## src/rtl/mem_pkg.sv

```systemverilog
// Shared definitions for the memory / write-back stage: FSM encoding, default widths, NZCV bit positions.
package mem_pkg;
  localparam int ADDR_W_DEF = 32;
  localparam int DATA_W_DEF = 8;
  localparam int REG_AW_DEF = 3;

  localparam int NZCV_N = 3;
  localparam int NZCV_Z = 2;
  localparam int NZCV_C = 1;
  localparam int NZCV_V = 0;

  typedef enum logic {
    ST_IDLE   = 1'b0,
    ST_ACCESS = 1'b1
  } state_e;
endpackage

```

## src/rtl/mem_wb_stage_if.sv

```systemverilog
// Data-memory req/ack bus; the stage is master, the memory is slave.
interface mem_wb_stage_if #(
  parameter int ADDR_W = mem_pkg::ADDR_W_DEF,
  parameter int DATA_W = mem_pkg::DATA_W_DEF
);
  logic              dmem_req;
  logic              dmem_we;
  logic [ADDR_W-1:0] dmem_addr;
  logic [DATA_W-1:0] dmem_wdata;
  logic [DATA_W-1:0] dmem_rdata;
  logic              dmem_ack;

  modport master (
    output dmem_req, dmem_we, dmem_addr, dmem_wdata,
    input  dmem_rdata, dmem_ack
  );

  modport slave (
    input  dmem_req, dmem_we, dmem_addr, dmem_wdata,
    output dmem_rdata, dmem_ack
  );
endinterface

```

## src/rtl/mem_access_fsm.sv

```systemverilog
// IDLE/ACCESS sequencer: latches the access on entry, holds req until ack, decodes stall/capture/bubble.
// Optional MEM_TIMEOUT_EN aborts an access after TIMEOUT_CYCLES ACCESS cycles and raises sticky mem_err.
module mem_access_fsm
  import mem_pkg::*;
#(
  parameter int ADDR_W         = ADDR_W_DEF,
  parameter int DATA_W         = DATA_W_DEF,
  parameter int TIMEOUT_CYCLES = 16
) (
  input  logic              clk,
  input  logic              reset,
  input  logic              mem_rd,
  input  logic              mem_wt,
  input  logic [ADDR_W-1:0] mem_addr,
  input  logic [DATA_W-1:0] store_data,
  input  logic              dmem_ack,
  output logic              dmem_req,
  output logic              dmem_we,
  output logic [ADDR_W-1:0] dmem_addr,
  output logic [DATA_W-1:0] dmem_wdata,
  output logic              mem_stall,
  output logic              capture,
  output logic              bubble,
  output logic              load_rdata,
  output logic              abort,
  output logic              mem_err
);

  state_e state, state_nxt;
  logic   mem_op;
  logic   launch;
  logic   timeout;

  assign mem_op   = mem_rd | mem_wt;
  assign dmem_req = (state == ST_ACCESS);

  always_ff @(posedge clk or negedge reset) begin
    if (!reset) state <= ST_IDLE;
    else        state <= state_nxt;
  end

  always_comb begin
    state_nxt = state;
    case (state)
      ST_IDLE:   if (mem_op) state_nxt = ST_ACCESS;
      ST_ACCESS: if (dmem_ack || timeout) state_nxt = ST_IDLE;
      default:   state_nxt = ST_IDLE;
    endcase
  end

  // Ack has priority over timeout so a late but valid response is never discarded.
  always_comb begin
    launch     = 1'b0;
    capture    = 1'b0;
    bubble     = 1'b0;
    load_rdata = 1'b0;
    abort      = 1'b0;
    mem_stall  = 1'b0;
    case (state)
      ST_IDLE: begin
        if (mem_op) begin
          launch    = 1'b1;
          bubble    = 1'b1;
          mem_stall = 1'b1;
        end else begin
          capture = 1'b1;
        end
      end
      ST_ACCESS: begin
        if (dmem_ack) begin
          capture    = 1'b1;
          load_rdata = ~dmem_we;
        end else if (timeout) begin
          capture = 1'b1;
          abort   = 1'b1;
        end else begin
          bubble    = 1'b1;
          mem_stall = 1'b1;
        end
      end
      default: ;
    endcase
  end

  // A simultaneous read+write request resolves to a write.
  always_ff @(posedge clk or negedge reset) begin
    if (!reset) begin
      dmem_we    <= 1'b0;
      dmem_addr  <= '0;
      dmem_wdata <= '0;
    end else if (launch) begin
      dmem_we    <= mem_wt;
      dmem_addr  <= mem_addr;
      dmem_wdata <= store_data;
    end
  end

`ifdef MEM_TIMEOUT_EN
  localparam int CNT_W = (TIMEOUT_CYCLES > 1) ? $clog2(TIMEOUT_CYCLES) : 1;

  logic [CNT_W-1:0] to_cnt;
  logic             err_q;

  always_ff @(posedge clk or negedge reset) begin
    if (!reset)                                to_cnt <= '0;
    else if (launch)                           to_cnt <= '0;
    else if (state == ST_ACCESS && !dmem_ack)  to_cnt <= to_cnt + CNT_W'(1);
  end

  assign timeout = (state == ST_ACCESS) && (to_cnt == CNT_W'(TIMEOUT_CYCLES - 1));

  always_ff @(posedge clk or negedge reset) begin
    if (!reset)     err_q <= 1'b0;
    else if (abort) err_q <= 1'b1;
  end

  assign mem_err = err_q;
`else
  logic unused_timeout_cfg;
  assign unused_timeout_cfg = ^TIMEOUT_CYCLES;
  assign timeout            = 1'b0;
  assign mem_err            = 1'b0;
`endif

endmodule

```

## src/rtl/mem_wb_stage.sv

```systemverilog
// Memory stage + MEM/WB register: 1-cycle latency for ALU ops, memory ops stall upstream until ack.
// Optional MEM_TIMEOUT_EN: bounded ACCESS wait with sticky mem_err on abort.
module mem_wb_stage
  import mem_pkg::*;
#(
  parameter int ADDR_W         = ADDR_W_DEF,
  parameter int DATA_W         = DATA_W_DEF,
  parameter int REG_AW         = REG_AW_DEF,
  parameter int TIMEOUT_CYCLES = 16
) (
  input  logic              clk,
  input  logic              reset,
  input  logic [31:0]       ex_aluOut,
  input  logic [ADDR_W-1:0] ex_memAddr,
  input  logic [DATA_W-1:0] ex_storeData,
  input  logic              ex_memRd,
  input  logic              ex_memWt,
  input  logic [REG_AW-1:0] ex_rd1,
  input  logic [REG_AW-1:0] ex_rd2,
  input  logic              ex_regWrite1,
  input  logic              ex_regWrite2,
  input  logic [3:0]        ex_nzcv,
  output logic              mem_stall,
  mem_wb_stage_if.master    dmem,
  output logic              wb_valid,
  output logic [31:0]       wb_aluOut,
  output logic [DATA_W-1:0] wb_memData,
  output logic [REG_AW-1:0] wb_rd1,
  output logic [REG_AW-1:0] wb_rd2,
  output logic              wb_regWrite1,
  output logic              wb_regWrite2,
  output logic [3:0]        wb_nzcv,
  output logic              mem_err
);

  logic capture, bubble, load_rdata, abort;

  mem_access_fsm #(
    .ADDR_W         (ADDR_W),
    .DATA_W         (DATA_W),
    .TIMEOUT_CYCLES (TIMEOUT_CYCLES)
  ) u_fsm (
    .clk        (clk),
    .reset      (reset),
    .mem_rd     (ex_memRd),
    .mem_wt     (ex_memWt),
    .mem_addr   (ex_memAddr),
    .store_data (ex_storeData),
    .dmem_ack   (dmem.dmem_ack),
    .dmem_req   (dmem.dmem_req),
    .dmem_we    (dmem.dmem_we),
    .dmem_addr  (dmem.dmem_addr),
    .dmem_wdata (dmem.dmem_wdata),
    .mem_stall  (mem_stall),
    .capture    (capture),
    .bubble     (bubble),
    .load_rdata (load_rdata),
    .abort      (abort),
    .mem_err    (mem_err)
  );

  // Upstream is frozen while ACCESS waits, so ex_* still describe the in-flight instruction at ack.
  always_ff @(posedge clk or negedge reset) begin
    if (!reset) begin
      wb_valid     <= 1'b0;
      wb_aluOut    <= '0;
      wb_memData   <= '0;
      wb_rd1       <= '0;
      wb_rd2       <= '0;
      wb_regWrite1 <= 1'b0;
      wb_regWrite2 <= 1'b0;
      wb_nzcv      <= '0;
    end else if (capture) begin
      wb_valid     <= 1'b1;
      wb_aluOut    <= ex_aluOut;
      wb_rd1       <= ex_rd1;
      wb_rd2       <= ex_rd2;
      wb_regWrite1 <= ex_regWrite1 & ~abort;
      wb_regWrite2 <= ex_regWrite2 & ~abort;
      wb_nzcv      <= {ex_nzcv[NZCV_N], ex_nzcv[NZCV_Z], ex_nzcv[NZCV_C], ex_nzcv[NZCV_V]};
      if (load_rdata) wb_memData <= dmem.dmem_rdata;
    end else if (bubble) begin
      wb_valid     <= 1'b0;
      wb_regWrite1 <= 1'b0;
      wb_regWrite2 <= 1'b0;
    end
  end

endmodule

```

## src/flat_wrapper.sv

```systemverilog
// flat-port wrapper written by rule: the top's interface ports become plain ports
module mem_wb_stage_flat import mem_pkg::*;
#(
  parameter int ADDR_W         = ADDR_W_DEF,
  parameter int DATA_W         = DATA_W_DEF,
  parameter int REG_AW         = REG_AW_DEF,
  parameter int TIMEOUT_CYCLES = 16
)
  (clk, reset, ex_aluOut, ex_memAddr, ex_storeData, ex_memRd, ex_memWt, ex_rd1, ex_rd2, ex_regWrite1, ex_regWrite2, ex_nzcv, mem_stall, wb_valid, wb_aluOut, wb_memData, wb_rd1, wb_rd2, wb_regWrite1, wb_regWrite2, wb_nzcv, mem_err, dmem_dmem_req, dmem_dmem_we, dmem_dmem_addr, dmem_dmem_wdata, dmem_dmem_rdata, dmem_dmem_ack);
  mem_wb_stage_if #(.ADDR_W(ADDR_W), .DATA_W(DATA_W)) dmem_i ();
  input  logic clk;
  input  logic reset;
  input  logic [31:0] ex_aluOut;
  input  logic [ADDR_W-1:0] ex_memAddr;
  input  logic [DATA_W-1:0] ex_storeData;
  input  logic ex_memRd;
  input  logic ex_memWt;
  input  logic [REG_AW-1:0] ex_rd1;
  input  logic [REG_AW-1:0] ex_rd2;
  input  logic ex_regWrite1;
  input  logic ex_regWrite2;
  input  logic [3:0] ex_nzcv;
  output logic mem_stall;
  output logic wb_valid;
  output logic [31:0] wb_aluOut;
  output logic [DATA_W-1:0] wb_memData;
  output logic [REG_AW-1:0] wb_rd1;
  output logic [REG_AW-1:0] wb_rd2;
  output logic wb_regWrite1;
  output logic wb_regWrite2;
  output logic [3:0] wb_nzcv;
  output logic mem_err;
  output wire logic [$bits(dmem_i.dmem_req)-1:0] dmem_dmem_req;
  output wire logic [$bits(dmem_i.dmem_we)-1:0] dmem_dmem_we;
  output wire logic [$bits(dmem_i.dmem_addr)-1:0] dmem_dmem_addr;
  output wire logic [$bits(dmem_i.dmem_wdata)-1:0] dmem_dmem_wdata;
  input wire logic [$bits(dmem_i.dmem_rdata)-1:0] dmem_dmem_rdata;
  input wire logic [$bits(dmem_i.dmem_ack)-1:0] dmem_dmem_ack;
  assign dmem_dmem_req = dmem_i.dmem_req;
  assign dmem_dmem_we = dmem_i.dmem_we;
  assign dmem_dmem_addr = dmem_i.dmem_addr;
  assign dmem_dmem_wdata = dmem_i.dmem_wdata;
  assign dmem_i.dmem_rdata = dmem_dmem_rdata;
  assign dmem_i.dmem_ack = dmem_dmem_ack;
  mem_wb_stage #(.ADDR_W(ADDR_W), .DATA_W(DATA_W), .REG_AW(REG_AW), .TIMEOUT_CYCLES(TIMEOUT_CYCLES)) u_core (.clk(clk), .reset(reset), .ex_aluOut(ex_aluOut), .ex_memAddr(ex_memAddr), .ex_storeData(ex_storeData), .ex_memRd(ex_memRd), .ex_memWt(ex_memWt), .ex_rd1(ex_rd1), .ex_rd2(ex_rd2), .ex_regWrite1(ex_regWrite1), .ex_regWrite2(ex_regWrite2), .ex_nzcv(ex_nzcv), .mem_stall(mem_stall), .dmem(dmem_i), .wb_valid(wb_valid), .wb_aluOut(wb_aluOut), .wb_memData(wb_memData), .wb_rd1(wb_rd1), .wb_rd2(wb_rd2), .wb_regWrite1(wb_regWrite1), .wb_regWrite2(wb_regWrite2), .wb_nzcv(wb_nzcv), .mem_err(mem_err));
endmodule
```

## config.mk

```make
export PLATFORM = sky130hd
export DESIGN_NAME = mem_wb_stage_flat
export DESIGN_NICKNAME = d
export VERILOG_FILES = /design/src/rtl/mem_pkg.sv /design/src/rtl/mem_wb_stage_if.sv /design/src/rtl/mem_access_fsm.sv /design/src/rtl/mem_wb_stage.sv /design/src/flat_wrapper.sv
export SDC_FILE = /design/constraint.sdc
export NUM_CORES = 1
export LEC_CHECK = 0
export ABC_CLOCK_PERIOD_IN_PS = 2800
export BUFFER_PORTS_ARGS = -buffer_cell sky130_fd_sc_hd__buf_2
export CORE_UTILIZATION = 48
export CTS_CLUSTER_SIZE = 16
export DETAILED_ROUTE_END_ITERATION = 8
export GPL_TIMING_DRIVEN = 0
export PLACE_DENSITY = 0.89
export SKIP_CTS_REPAIR_TIMING = 1
export SLEW_MARGIN = 20
export SYNTH_ARGS = -nofsm -noshare
export SYNTH_HDL_FRONTEND = slang
export SYNTH_SLANG_ARGS = --single-unit
```

## constraint.sdc

```tcl
create_clock -name clk -period 2.8 [get_ports clk]
set_input_delay 0.28 -clock clk [delete_from_list [all_inputs] [get_ports clk]]
set_output_delay 0.28 -clock clk [all_outputs]
set_load 0.05 [all_outputs]
```

==> impl_metrics.prom, run 1 <==
# TYPE chip_impl_metric gauge
chip_impl_info{name="outcome",value="finished clean"} 1
chip_impl_metric{name="timing.setup.tns",unit="ns"} 0
chip_impl_metric{name="fill_cells",unit=""} 532
chip_impl_metric{name="detail-route-antenna-nets",unit=""} 0
chip_impl_metric{name="floorplan.initialDensity",unit="%"} 51.0
chip_impl_metric{name="seqCellArea",unit="sq mm"} 0.00238
chip_impl_metric{name="groute.usage.overall",unit="%"} 20.1
chip_impl_metric{name="finClkSkew",unit="ns"} 0.0103
chip_impl_metric{name="netlist_instances",unit=""} 207
chip_impl_metric{name="yosys.area_share.simple",unit="%"} 0.635
chip_impl_metric{name="die_y",unit="microns"} 87.9
chip_impl_metric{name="clkLatencyLatePin",unit="ns"} 0.35
chip_impl_metric{name="dp_hpwl",unit="microns"} 5970
chip_impl_metric{name="use_met1",unit="%"} 21.5
chip_impl_metric{name="netlist_area",unit="sq mm"} 0.00354
chip_impl_metric{name="grt_start_max_net_pins",unit=""} 52
chip_impl_metric{name="finalSetupViolCount",unit=""} 0
chip_impl_metric{name="drt_first_iter_violations",unit=""} 48
chip_impl_metric{name="route.detailed.drc",unit=""} 0
chip_impl_metric{name="num-nets-final",unit=""} 509
chip_impl_metric{name="max_freq",unit="MHz"} 449
chip_impl_metric{name="crit_fanout",unit=""} 10
chip_impl_metric{name="antenna_cells_inserted",unit=""} 0
chip_impl_metric{name="dp_worst_setup_slack",unit="ns"} 0.915
chip_impl_metric{name="grt_overflow_total",unit=""} 0
chip_impl_info{name="busiest_layer",value="met2"} 1
chip_impl_metric{name="placement.io_buffers",unit=""} 192
chip_impl_metric{name="globalRouteMet3Util",unit="%"} 4.90
chip_impl_metric{name="drt-vias-per-instance",unit=""} 4.75
chip_impl_metric{name="synth_xor_area_share",unit="%"} 0
chip_impl_metric{name="antenna_found_initial",unit=""} 0
chip_impl_metric{name="timing.final.crit_period",unit="ns"} 2.23
chip_impl_metric{name="final_critical_path_setup_slack",unit="ns"} 0.575
chip_impl_metric{name="syn2layout_area_growth",unit="%"} 36.1
chip_impl_metric{name="synth_fa_ha_area_share",unit="%"} 0
chip_impl_metric{name="die_area",unit="sq mm"} 0.00773
chip_impl_metric{name="remaining_max_slew_budget_at_the_tightest_pin",unit="%"} 56.3
chip_impl_metric{name="io_pins",unit=""} 194
chip_impl_metric{name="final_max_slew_viol_count",unit=""} 0
chip_impl_metric{name="synth_seq_cells",unit=""} 95
chip_impl_info{name="hold_class",value="in -> reg"} 1
chip_impl_metric{name="synth_compound_area_share",unit="%"} 1.09
chip_impl_metric{name="syn_avg_cell_area",unit="sq um"} 17.1
chip_impl_metric{name="cp_data_arrival_time",unit="ns"} 1.95
chip_impl_metric{name="synth.mux.area_fraction",unit="%"} 28.6
chip_impl_metric{name="finalCritPeriodShare",unit="%"} 79.5
chip_impl_metric{name="yosys.cell_types.count",unit=""} 14
chip_impl_info{name="cts_root_buffer",value="sky130_fd_sc_hd__clkbuf_8"} 1
chip_impl_metric{name="final_cell_area",unit="sq mm"} 0.00482
chip_impl_info{name="path_class",value="reg -> out"} 1
chip_impl_metric{name="grt_util_met2",unit="%"} 36.9
chip_impl_metric{name="vdd.ir_drop.worst",unit="mV"} 0.418
chip_impl_metric{name="post_route_cells_drive_above_1_share",unit="%"} 72.9
chip_impl_metric{name="route.detailed.wl_per_inst",unit="microns"} 14.8
chip_impl_metric{name="total_leakage_power",unit="nW"} 2.41
chip_impl_metric{name="post_synthesis_sequential_area_ratio",unit="%"} 67.1
chip_impl_metric{name="wl",unit="microns"} 7580
chip_impl_metric{name="drv_cap",unit=""} 0
chip_impl_metric{name="core.rowCount",unit=""} 30
chip_impl_metric{name="cts_inserted_buffers",unit=""} 9
chip_impl_info{name="timing.critical_path.from_type",value="flip-flop"} 1
chip_impl_metric{name="numClockSinks",unit=""} 95
chip_impl_metric{name="place_area",unit="sq mm"} 0.00466
chip_impl_info{name="rsz0062_at_grt",value="no"} 1
chip_impl_info{name="cts_tree",value="built"} 1
chip_impl_metric{name="report.final.hold_viol_count",unit=""} 0
chip_impl_metric{name="critPathRequiredTime",unit="ns"} 2.52
chip_impl_info{name="worst_setup_path_end_kind",value="output pin"} 1
chip_impl_metric{name="multi_input_gate_area_in_the_final_layout",unit="sq mm"} 0.00108
chip_impl_metric{name="synth_nets",unit=""} 304
chip_impl_metric{name="num_vias",unit=""} 2438
chip_impl_metric{name="yosysWarnings",unit=""} 0
chip_impl_metric{name="die_w",unit="microns"} 87.9
chip_impl_metric{name="timing_worst_slew_pin_value",unit="ns"} 0.655
chip_impl_metric{name="grt_first_pass_wirelength",unit="microns"} 11700
chip_impl_metric{name="powerDensity",unit="mW/mm^2"} 932
chip_impl_metric{name="h_tree_lvls",unit=""} 3
chip_impl_metric{name="ctsLongestPathBuffers",unit=""} 2
chip_impl_metric{name="clk_transition_reported_paths",unit="ns"} 0.08
chip_impl_metric{name="finalWeightedCongestion",unit=""} 0.757
chip_impl_metric{name="core",unit="sq mm"} 0.00694
chip_impl_info{name="largest_family_of_logic_cells_by_synthesized_area",value="multiplexers"} 1
chip_impl_metric{name="drt_pass1_iterations",unit=""} 4
chip_impl_metric{name="grt_pass1_vias",unit=""} 2511
==> path summary, 6_finish.rpt <==
check	from	cells after the start	end	slack (ns)
min	ex_regWrite2	2	u_core.wb_regWrite2	0.14
max in group asynchronous	reset	3	u_core.u_fsm.dmem_req	1.67
max	u_core.u_fsm.dmem_req	4	mem_stall	0.57
min reg2reg	u_core.wb_aluOut[12]	1	u_core.wb_aluOut[12]	0.50
max reg2reg	u_core.u_fsm.dmem_req	3	u_core.wb_aluOut[1]	1.01
min in group asynchronous	reset	2	u_core.u_fsm.dmem_wdata[5]	0.48
==> registers in the layout, summed over array words and instances (netlist names) <==
name	cells
u_core.wb_memData	8
u_core.wb_rd1	3
u_core.wb_rd2	3
u_core.wb_nzcv	4
u_core.wb_aluOut	32
u_core.u_fsm.dmem_addr	32
u_core.wb_regWrite1	1
u_core.u_fsm.dmem_we	1
u_core.wb_regWrite2	1
u_core.wb_valid	1
u_core.u_fsm.dmem_wdata	8
u_core.u_fsm.dmem_req	1
==> layout make-up <==
cell class,instances,area share (%)
repair buffers,194,20.8
clock inverters,4,0.467
multi-input cells,99,22.4
inverters,3,0.233
flip-flops and latches,95,49.3
plain buffers,10,1.61
clock buffers,12,2.80
well taps,96,2.49
==> stage by stage <==
| stage | cells | util, % | power (mW) | hold slack [ns] |
|---|---|---|---|---|
| 2_1_floorplan | 207 | - | 3.27 | -0.0156 |
| 5_1_grt | 513 | 69.5 | 4.69 | 0.122 |
| 4_1_cts | 512 | 69.3 | 4.54 | -0.0710 |
| 3_5_place_dp | 496 | 67.0 | 3.79 | 0.323 |
| 3_3_place_gp | 495 | 66.6 | 3.72 | 0.464 |
| 6_report | 513 | 69.5 | 4.49 | 0.143 |
==> cell usage in the layout (no fill, tap or decap) <==
cell type / n
sky130_fd_sc_hd__and2_1: 2
sky130_fd_sc_hd__buf_16: 1
sky130_fd_sc_hd__buf_2: 196
sky130_fd_sc_hd__buf_4: 2
sky130_fd_sc_hd__buf_6: 4
sky130_fd_sc_hd__clkbuf_1: 3
sky130_fd_sc_hd__clkbuf_8: 9
sky130_fd_sc_hd__clkinv_2: 3
sky130_fd_sc_hd__clkinvlp_4: 1
sky130_fd_sc_hd__conb_1: 1
sky130_fd_sc_hd__dfrtp_1: 95
sky130_fd_sc_hd__dlygate4sd3_1: 1
sky130_fd_sc_hd__inv_1: 3
sky130_fd_sc_hd__mux2_1: 3
sky130_fd_sc_hd__mux2_2: 87
sky130_fd_sc_hd__nand2_1: 1
sky130_fd_sc_hd__o21ai_0: 2
sky130_fd_sc_hd__o21bai_1: 1
sky130_fd_sc_hd__o31ai_4: 1
sky130_fd_sc_hd__or2_1: 1
==> logic make-up (layout without fill, tap and decap cells) <==
kind of cell    Yosys count  after routing
flops                    95             95
mux                      90             90
buf+inv                  13            223
compound gates            4              4
simple gates              4              4
other cells               1              1
==> metal layers <==
metal / routed length, microns / vias to the layer above
met5: 0 / -
met4: 172 / 0
met3: 444 / 13
met2: 4210 / 96
met1: 2750 / 1199
li1: - / 1130
==> where the power goes <==
part / total [mW] / switching, mW / internal [mW] / leakage [nW]
clock: 0.753 / 0.433 / 0.320 / 0.0801
combinational: 1.93 / 1.40 / 0.526 / 1.22
sequential: 1.81 / 0.141 / 1.67 / 1.11
==> worst max-delay path: stages, from the launching register on <==
cell and delay (ns):
sky130_fd_sc_hd__dfrtp_1 0.45, sky130_fd_sc_hd__o31ai_4 0.64, sky130_fd_sc_hd__buf_6 0.23, sky130_fd_sc_hd__inv_1 0.07, sky130_fd_sc_hd__buf_2 0.21
==> Yosys cell counts <==
library cell,n,area (sq um)
sky130_fd_sc_hd__dfrtp_1,95,2380
sky130_fd_sc_hd__buf_6,4,45.0
sky130_fd_sc_hd__mux2_2,87,980
sky130_fd_sc_hd__o21bai_1,1,7.51
sky130_fd_sc_hd__inv_1,3,11.3
sky130_fd_sc_hd__nand2_1,1,3.75
sky130_fd_sc_hd__buf_2,5,25.0
sky130_fd_sc_hd__or2_1,1,6.26
sky130_fd_sc_hd__o31ai_4,1,21.3
sky130_fd_sc_hd__and2_1,2,12.5
sky130_fd_sc_hd__mux2_1,3,33.8
sky130_fd_sc_hd__conb_1,1,3.75
sky130_fd_sc_hd__o21ai_0,2,10.0
sky130_fd_sc_hd__buf_4,1,7.51
(Power assumes the default switching activity.)
==> inputs of run 2 (changes only) <==
--- a/config.mk
+++ b/config.mk
@@ -5,13 +5,14 @@
 export SDC_FILE = /design/constraint.sdc
 export NUM_CORES = 1
 export LEC_CHECK = 0
-export ABC_CLOCK_PERIOD_IN_PS = 2800
+export ABC_AREA = 1
+export ABC_CLOCK_PERIOD_IN_PS = 2220
 export BUFFER_PORTS_ARGS = -buffer_cell sky130_fd_sc_hd__buf_2
-export CORE_UTILIZATION = 48
+export CORE_UTILIZATION = 45
 export CTS_CLUSTER_SIZE = 16
 export DETAILED_ROUTE_END_ITERATION = 8
 export GPL_TIMING_DRIVEN = 0
-export PLACE_DENSITY = 0.89
+export PLACE_DENSITY = 0.83
 export SKIP_CTS_REPAIR_TIMING = 1
 export SLEW_MARGIN = 20
 export SYNTH_ARGS = -nofsm -noshare
==> constraint.sdc (replaced) <==
create_clock -name clk -period 2.22 [get_ports clk]
set_input_delay 0.222 -clock clk [delete_from_list [all_inputs] [get_ports clk]]
set_output_delay 0.222 -clock clk [all_outputs]
set_load 0.05 [all_outputs]
==> impl_metrics.prom, run 2 <==
# TYPE chip_impl_metric gauge
chip_impl_info{name="outcome",value="finished clean"} 1
chip_impl_metric{name="cp_data_arrival_time",unit="ns"} 1.56
chip_impl_metric{name="number_of_flops_mapped_to_enable_cells_by_yosys",unit=""} 0
chip_impl_info{name="cts_tree",value="built"} 1
chip_impl_info{name="synth.cells.most_frequent",value="97 x sky130_fd_sc_hd__nand2_1, 95 x sky130_fd_sc_hd__dfrtp_1, 84 x sky130_fd_sc_hd__nand3_1, 52 x sky130_fd_sc_hd__inv_1, 42 x sky130_fd_sc_hd__o21ai_0"} 1
chip_impl_metric{name="yosysTopAreaCellShare",unit="%"} 63.0
chip_impl_metric{name="numClockSinks",unit=""} 95
chip_impl_metric{name="finalWeightedCongestion",unit=""} 0.780
chip_impl_metric{name="grt_overflow_total",unit=""} 0
chip_impl_metric{name="grt_start_max_net_pins",unit=""} 78
chip_impl_metric{name="yosys.cell_types.count",unit=""} 14
chip_impl_info{name="timing.critical_path.from_type",value="flip-flop"} 1
chip_impl_metric{name="timing.final.crit_period",unit="ns"} 1.78
chip_impl_metric{name="max_freq",unit="MHz"} 561
chip_impl_info{name="setup.worst_path.start",value="u_core.u_fsm.dmem_req"} 1
chip_impl_metric{name="powerDensity",unit="mW/mm^2"} 1110
chip_impl_metric{name="dp_hpwl",unit="microns"} 7170
chip_impl_metric{name="final_cell_area",unit="sq mm"} 0.00509
chip_impl_info{name="worst_setup_path_end_kind",value="output pin"} 1
chip_impl_metric{name="final_max_slew_viol_count",unit=""} 0
chip_impl_metric{name="yosysWarnings",unit=""} 0
chip_impl_info{name="r2r-start",value="u_core.u_fsm.dmem_req"} 1
chip_impl_metric{name="grt_pass1_vias",unit=""} 3256
chip_impl_metric{name="groute.usage.overall",unit="%"} 22.8
chip_impl_metric{name="netlist_area",unit="sq mm"} 0.00377
chip_impl_metric{name="finClkSkew",unit="ns"} 0.00773
chip_impl_metric{name="grt_first_pass_wirelength",unit="microns"} 15400
chip_impl_metric{name="finalSetupViolCount",unit=""} 0
chip_impl_info{name="hold_class",value="in -> reg"} 1
chip_impl_metric{name="syn_avg_cell_area",unit="sq um"} 9.21
chip_impl_metric{name="crit_fanout",unit=""} 7
chip_impl_metric{name="die_y",unit="microns"} 93.6
chip_impl_info{name="path_class",value="reg -> out"} 1
chip_impl_metric{name="clkLatencyLatePin",unit="ns"} 0.35
chip_impl_metric{name="placement.io_buffers",unit=""} 192
chip_impl_metric{name="num-nets-final",unit=""} 712
chip_impl_info{name="synth_ff_type",value="sky130_fd_sc_hd__dfrtp_1"} 1
chip_impl_metric{name="antenna_cells_inserted",unit=""} 0
chip_impl_info{name="layout_common_cells",value="197 x sky130_fd_sc_hd__buf_2, 97 x sky130_fd_sc_hd__nand2_1, 95 x sky130_fd_sc_hd__dfrtp_1"} 1
chip_impl_info{name="cts_root_buffer",value="sky130_fd_sc_hd__clkbuf_8"} 1
chip_impl_metric{name="rrSetupSlack",unit="ns"} 0.87
chip_impl_metric{name="clk_transition_reported_paths",unit="ns"} 0.09
chip_impl_metric{name="core",unit="sq mm"} 0.00818
chip_impl_metric{name="place_area",unit="sq mm"} 0.00490
chip_impl_metric{name="critPathRequiredTime",unit="ns"} 2.00
chip_impl_metric{name="timing.setup.tns",unit="ns"} 0
chip_impl_info{name="synthMostInstantiatedCell",value="sky130_fd_sc_hd__nand2_1"} 1
chip_impl_info{name="biggestRegsByFlops",value="u_core.u_fsm.dmem_addr x32, u_core.wb_aluOut x32"} 1
chip_impl_metric{name="cts_inserted_buffers",unit=""} 9
chip_impl_metric{name="floorplan.initialDensity",unit="%"} 46.2
chip_impl_metric{name="synth_seq_cells",unit=""} 95
chip_impl_metric{name="core.rowCount",unit=""} 33
chip_impl_metric{name="route.detailed.drc",unit=""} 0
chip_impl_metric{name="drt-vias-per-instance",unit=""} 4.86
chip_impl_metric{name="die_area",unit="sq mm"} 0.00876
chip_impl_metric{name="postLayoutCoreUtil",unit="%"} 62.3
chip_impl_metric{name="post_route_cells_drive_above_1_share",unit="%"} 36.5
chip_impl_metric{name="route.detailed.wl_per_inst",unit="microns"} 13.3
chip_impl_info{name="r2r_end",value="u_core.wb_nzcv[0]"} 1
chip_impl_metric{name="worstRegToRegCells",unit=""} 4
chip_impl_info{name="crit_path_end",value="mem_stall"} 1
chip_impl_info{name="synthDominantAreaCellType",value="sky130_fd_sc_hd__dfrtp_1"} 1
chip_impl_metric{name="die_w",unit="microns"} 93.6
chip_impl_metric{name="netlist_instances",unit=""} 410
chip_impl_metric{name="synth_nets",unit=""} 507
chip_impl_metric{name="io_pins",unit=""} 194
chip_impl_metric{name="vdd.ir_drop.worst",unit="mV"} 0.605
chip_impl_metric{name="synth-async-reset-ratio",unit="%"} 100
chip_impl_metric{name="finalCritPeriodShare",unit="%"} 80.3
chip_impl_metric{name="antenna_found_initial",unit=""} 0
chip_impl_metric{name="total_leakage_power",unit="nW"} 2.96
chip_impl_metric{name="drt_first_iter_violations",unit=""} 106
chip_impl_metric{name="ctsLongestPathBuffers",unit=""} 2
chip_impl_info{name="netlist_top_cells_area",value="sky130_fd_sc_hd__dfrtp_1 63%, sky130_fd_sc_hd__nand3_1 11%, sky130_fd_sc_hd__nand2_1 9.6%"} 1
chip_impl_metric{name="syn2layout_area_growth",unit="%"} 34.9
chip_impl_metric{name="drv_cap",unit=""} 0
chip_impl_metric{name="wl",unit="microns"} 9630
chip_impl_metric{name="report.final.hold_viol_count",unit=""} 0
chip_impl_metric{name="num_vias",unit=""} 3527
chip_impl_info{name="most_frequent_standard_cell_in_the_layout_excluding_fill_and_tap_cells",value="sky130_fd_sc_hd__buf_2"} 1
chip_impl_metric{name="h_tree_lvls",unit=""} 3
chip_impl_metric{name="drt_pass1_iterations",unit=""} 4
chip_impl_info{name="rsz0062_at_grt",value="no"} 1
chip_impl_metric{name="post_synthesis_sequential_area_ratio",unit="%"} 63.0
chip_impl_metric{name="detail-route-antenna-nets",unit=""} 0
-- run 2: cell types whose count changed after synthesis, sizes merged, moves of 2 or more --
cell / previous run / this run
nand2: 1 / 97
mux2: 90 / 0
nand3: 0 / 84
inv: 3 / 53
o21ai: 2 / 49
clkbuf: 0 / 12
buf: 10 / 15
nor2: 0 / 3
and2: 2 / 0
-- run 2: per-stage QoR --
stage	hold WS, ns	total power, mW	setup WS [ns]	cells
5_1_grt	0.0686	5.95	0.323	725
4_1_cts	-0.321	5.70	0.394	724
3_3_place_gp	0.445	4.58	0.0790	707
3_5_place_dp	0.0810	4.65	0.796	708
6_report	0.0783	5.65	0.438	725
2_1_floorplan	-0.0736	3.99	0.658	410
-- run 2: final cells by class --
| class | count | area (sq um) |
|---|---|---|
| buffer | 27 | 143 |
| clock buffer | 10 | 138 |
| clock inverter | 6 | 45.0 |
| fill | 720 | 3080 |
| inverter | 53 | 199 |
| multi-input combinational | 235 | 1060 |
| sequential | 95 | 2380 |
| tap | 105 | 131 |
| timing repair buffer | 194 | 1000 |
-- run 2: how the worst min path moves through the flow --
| stage | from | end | depth (start not counted) |
|---|---|---|---|
| 3_5_place_dp | reset | u_core.wb_rd1[2] | 1 |
| 4_1_cts | reset | u_core.wb_aluOut[27] | 1 |
| 6_report | ex_regWrite1 | u_core.wb_regWrite1 | 3 |
| 2_1_floorplan | reset | u_core.u_fsm.dmem_addr[0] | 0 |
| 3_3_place_gp | ex_aluOut[26] | u_core.wb_aluOut[26] | 3 |
| 5_1_grt | ex_aluOut[27] | u_core.wb_aluOut[27] | 3 |
-- run 2: metal layers --
layer | GRT usage [%] | routed length [microns] | vias to the layer above
met4 | 9.49 | 158 | 0
met3 | 6.42 | 736 | 18
met2 | 38.6 | 4740 | 144
li1 | - | - | 1714
met1 | 27.2 | 3990 | 1651
met5 | 0 | 0 | -
-- run 2: logic make-up (layout without fill, tap and decap cells) --
group / count (synthesis) / after routing / share of synthesized area [%]
compound gates: 49 / 49 / 6.60
buf+inv: 80 / 290 / 9.05
flops: 95 / 95 / 63.0
other cells: 1 / 1 / 0.0993
simple gates: 185 / 185 / 21.3
-- run 2: where the power goes --
part / internal, mW / switching, mW
clock: 0.442 / 0.603
combinational: 0.518 / 1.82
sequential: 2.08 / 0.191
-- run 2: worst max-delay path, cell delays in order (launching register included) --
cell and delay, ns:
sky130_fd_sc_hd__dfrtp_1 0.43, sky130_fd_sc_hd__inv_2 0.07, sky130_fd_sc_hd__nand2_1 0.21, sky130_fd_sc_hd__nand2_1 0.11, sky130_fd_sc_hd__inv_1 0.11, sky130_fd_sc_hd__buf_2 0.28
==> inputs of run 3 (changes only) <==
--- a/config.mk
+++ b/config.mk
@@ -6,13 +6,13 @@
 export NUM_CORES = 1
 export LEC_CHECK = 0
 export ABC_AREA = 1
-export ABC_CLOCK_PERIOD_IN_PS = 2220
+export ABC_CLOCK_PERIOD_IN_PS = 1600
 export BUFFER_PORTS_ARGS = -buffer_cell sky130_fd_sc_hd__buf_2
-export CORE_UTILIZATION = 45
+export CORE_UTILIZATION = 41
 export CTS_CLUSTER_SIZE = 16
 export DETAILED_ROUTE_END_ITERATION = 8
 export GPL_TIMING_DRIVEN = 0
-export PLACE_DENSITY = 0.83
+export PLACE_DENSITY = 0.8
 export SKIP_CTS_REPAIR_TIMING = 1
 export SLEW_MARGIN = 20
 export SYNTH_ARGS = -nofsm -noshare
==> constraint.sdc (replaced) <==
create_clock -name clk -period 1.6 [get_ports clk]
set_input_delay 0.16 -clock clk [delete_from_list [all_inputs] [get_ports clk]]
set_output_delay 0.16 -clock clk [all_outputs]
set_load 0.05 [all_outputs]
==> impl_metrics.prom, run 3 (same netlist as run 2, synthesis figures left out) <==
# TYPE chip_impl_metric gauge
chip_impl_info{name="outcome",value="finished with violations"} 1
chip_impl_info{name="violations",value="DRC"} 1
chip_impl_metric{name="num-nets-final",unit=""} 713
chip_impl_metric{name="drt_pass1_iterations",unit=""} 7
chip_impl_info{name="cts_tree",value="built"} 1
chip_impl_info{name="cp_slowest_cell",value="sky130_fd_sc_hd__dfrtp_2"} 1
chip_impl_metric{name="seqPwrFrac",unit="%"} 40.2
chip_impl_metric{name="crit_path_max_incr_delay",unit="ns"} 0.41
chip_impl_metric{name="floorplan.initialDensity",unit="%"} 42.9
chip_impl_metric{name="grt_overflow_total",unit=""} 0
chip_impl_metric{name="die_area",unit="sq mm"} 0.00960
chip_impl_metric{name="antenna_found_initial",unit=""} 0
chip_impl_metric{name="critPathRequiredTime",unit="ns"} 1.44
chip_impl_metric{name="drv_cap",unit=""} 0
chip_impl_metric{name="clkPwrFrac",unit="%"} 18.2
chip_impl_metric{name="powerDensity",unit="mW/mm^2"} 1530
chip_impl_metric{name="final_max_slew_viol_count",unit=""} 0
chip_impl_metric{name="holdWs",unit="ns"} 0.0226
chip_impl_metric{name="crit_fanout",unit=""} 7
chip_impl_metric{name="clk_transition_reported_paths",unit="ns"} 0.09
chip_impl_metric{name="cp_data_arrival_time",unit="ns"} 1.32
chip_impl_info{name="layout_common_cells",value="196 x sky130_fd_sc_hd__buf_2, 95 x sky130_fd_sc_hd__nand2_1, 94 x sky130_fd_sc_hd__dfrtp_1"} 1
chip_impl_metric{name="power_report.internal_total",unit="mW"} 4.22
chip_impl_metric{name="groute.usage.overall",unit="%"} 20.6
chip_impl_metric{name="placement.io_buffers",unit=""} 192
chip_impl_metric{name="hold_depth",unit=""} 3
chip_impl_metric{name="io_pins",unit=""} 194
chip_impl_metric{name="place_area",unit="sq mm"} 0.00490
chip_impl_metric{name="worstRegToRegCells",unit=""} 4
chip_impl_metric{name="core",unit="sq mm"} 0.00881
chip_impl_metric{name="timing.final.crit_period",unit="ns"} 1.48
chip_impl_metric{name="num_vias",unit=""} 3478
chip_impl_metric{name="detail-route-antenna-nets",unit=""} 0
chip_impl_info{name="path_class",value="reg -> out"} 1
chip_impl_metric{name="post_route_cells_drive_above_1_share",unit="%"} 36.9
chip_impl_metric{name="switch_share",unit="%"} 45.9
chip_impl_metric{name="finalWeightedCongestion",unit=""} 0.813
chip_impl_info{name="most_frequent_standard_cell_in_the_layout_excluding_fill_and_tap_cells",value="sky130_fd_sc_hd__buf_2"} 1
chip_impl_metric{name="finalSetupViolCount",unit=""} 0
chip_impl_metric{name="syn2layout_area_growth",unit="%"} 35.4
chip_impl_metric{name="drt-vias-per-instance",unit=""} 4.77
chip_impl_metric{name="cts_inserted_buffers",unit=""} 9
chip_impl_metric{name="grt_start_max_net_pins",unit=""} 68
chip_impl_metric{name="logic_pwr_share",unit="%"} 41.5
chip_impl_metric{name="dp_hpwl",unit="microns"} 7080
chip_impl_info{name="cpLargestDelayFamily",value="flip-flops"} 1
chip_impl_metric{name="grt_pass1_vias",unit=""} 3426
chip_impl_metric{name="report.final.hold_viol_count",unit=""} 0
chip_impl_metric{name="rrSetupSlack",unit="ns"} 0.22
chip_impl_metric{name="fill_cells",unit=""} 847
chip_impl_metric{name="clkLatencyLatePin",unit="ns"} 0.35
chip_impl_metric{name="max_freq",unit="MHz"} 674
chip_impl_info{name="path_common_cell",value="sky130_fd_sc_hd__inv_2"} 1
chip_impl_info{name="rsz0062_at_grt",value="no"} 1
chip_impl_metric{name="critical_path_cell_count",unit=""} 5
chip_impl_metric{name="die_y",unit="microns"} 98.0
chip_impl_metric{name="h_tree_lvls",unit=""} 3
chip_impl_metric{name="route.detailed.wl_per_inst",unit="microns"} 13.2
chip_impl_metric{name="vdd.ir_drop.worst",unit="mV"} 0.636
chip_impl_info{name="timing.critical_path.from_type",value="flip-flop"} 1
chip_impl_metric{name="antenna_cells_inserted",unit=""} 0
chip_impl_info{name="hold_class",value="in -> reg"} 1
chip_impl_metric{name="core.rowCount",unit=""} 34
chip_impl_info{name="cts_root_buffer",value="sky130_fd_sc_hd__clkbuf_8"} 1
chip_impl_metric{name="total_leakage_power",unit="nW"} 2.96
chip_impl_info{name="crit_path_cell_trace",value="inv_2 -> nand2_2 -> nand2_1 -> inv_2 -> buf_6"} 1
chip_impl_metric{name="route.detailed.drc",unit=""} 12
chip_impl_info{name="worst_setup_path_end_kind",value="output pin"} 1
chip_impl_metric{name="final_cell_area",unit="sq mm"} 0.00511
chip_impl_metric{name="netSwitchingPower",unit="mW"} 3.59
chip_impl_metric{name="numClockSinks",unit=""} 95
chip_impl_info{name="biggestRegsByFlops",value="u_core.u_fsm.dmem_addr x32, u_core.wb_aluOut x32"} 1
chip_impl_metric{name="timing.setup.tns",unit="ns"} 0
chip_impl_metric{name="ctsLongestPathBuffers",unit=""} 2
chip_impl_metric{name="worst-path-buf-inv",unit=""} 3
chip_impl_metric{name="wl",unit="microns"} 9590
chip_impl_metric{name="finalCritPeriodShare",unit="%"} 92.8
chip_impl_metric{name="die_w",unit="microns"} 98.0
chip_impl_metric{name="drt_first_iter_violations",unit=""} 119
chip_impl_metric{name="grt_first_pass_wirelength",unit="microns"} 15900
chip_impl_metric{name="finClkSkew",unit="ns"} 0.0101
[run 3: path summary, 6_finish.rpt]
kind                                       startpoint                         end
max                             u_core.u_fsm.dmem_req                   mem_stall
min                                     ex_aluOut[29]        u_core.wb_aluOut[29]
max reg2reg                     u_core.u_fsm.dmem_req        u_core.wb_memData[0]
min reg2reg                u_core.u_fsm.dmem_addr[24]  u_core.u_fsm.dmem_addr[24]
max in group asynchronous                       reset   u_core.u_fsm.dmem_addr[0]
min in group asynchronous                       reset  u_core.u_fsm.dmem_addr[19]
[run 3: final cells by class]
| cell class | instances | area [sq um] | area share (%) |
|---|---|---|---|
| Tap cell | 108 | 135 | 2.64 |
| Inverter | 53 | 199 | 3.89 |
| Timing Repair Buffer | 195 | 1020 | 19.9 |
| Clock buffer | 12 | 145 | 2.84 |
| Clock inverter | 4 | 31.3 | 0.612 |
| Buffer | 27 | 143 | 2.79 |
| Multi-Input combinational cell | 235 | 1060 | 20.8 |
| Sequential cell | 95 | 2380 | 46.5 |
[run 3: metal layers]
layer / track usage (%) / share of wire [%] / vias to the layer above
li1: - / - / 1716
met1: 25.6 / 42 / 1610
met2: 34.3 / 49 / 142
met3: 5.30 / 7.3 / 10
met4: 8.28 / 1.3 / 0
met5: 0 / 0 / -
[run 3: power by group through the flow]
stage	Sequential [mW]	Combinational, mW	Clock [mW]
5_1_grt	3.20	3.44	1.57
3_5_place_dp	3.18	3.26	0
2_1_floorplan	4.93	0.603	0
4_1_cts	3.14	3.26	1.49
6_report	3.14	3.24	1.42
3_3_place_gp	3.17	3.19	0
[run 3: stage by stage]
stage	cells	power [mW]	util, %	setup slack (ns)
final	729	7.81	58.0	0.116
after global routing	729	8.21	58.0	0.00194
after CTS	727	7.88	57.7	-0.203
after detailed placement	711	6.44	55.7	0.203
after global placement	710	6.36	55.3	-0.499
after floorplan	410	5.53	-	0.0549
[run 3: tightest hold or removal path, delay by kind of cell]
| family | cells | cell delay [ns] |
|---|---|---|
| buffers and inverters | 1 | 0.07 |
| and+or+nand+nor | 2 | 0.11 |
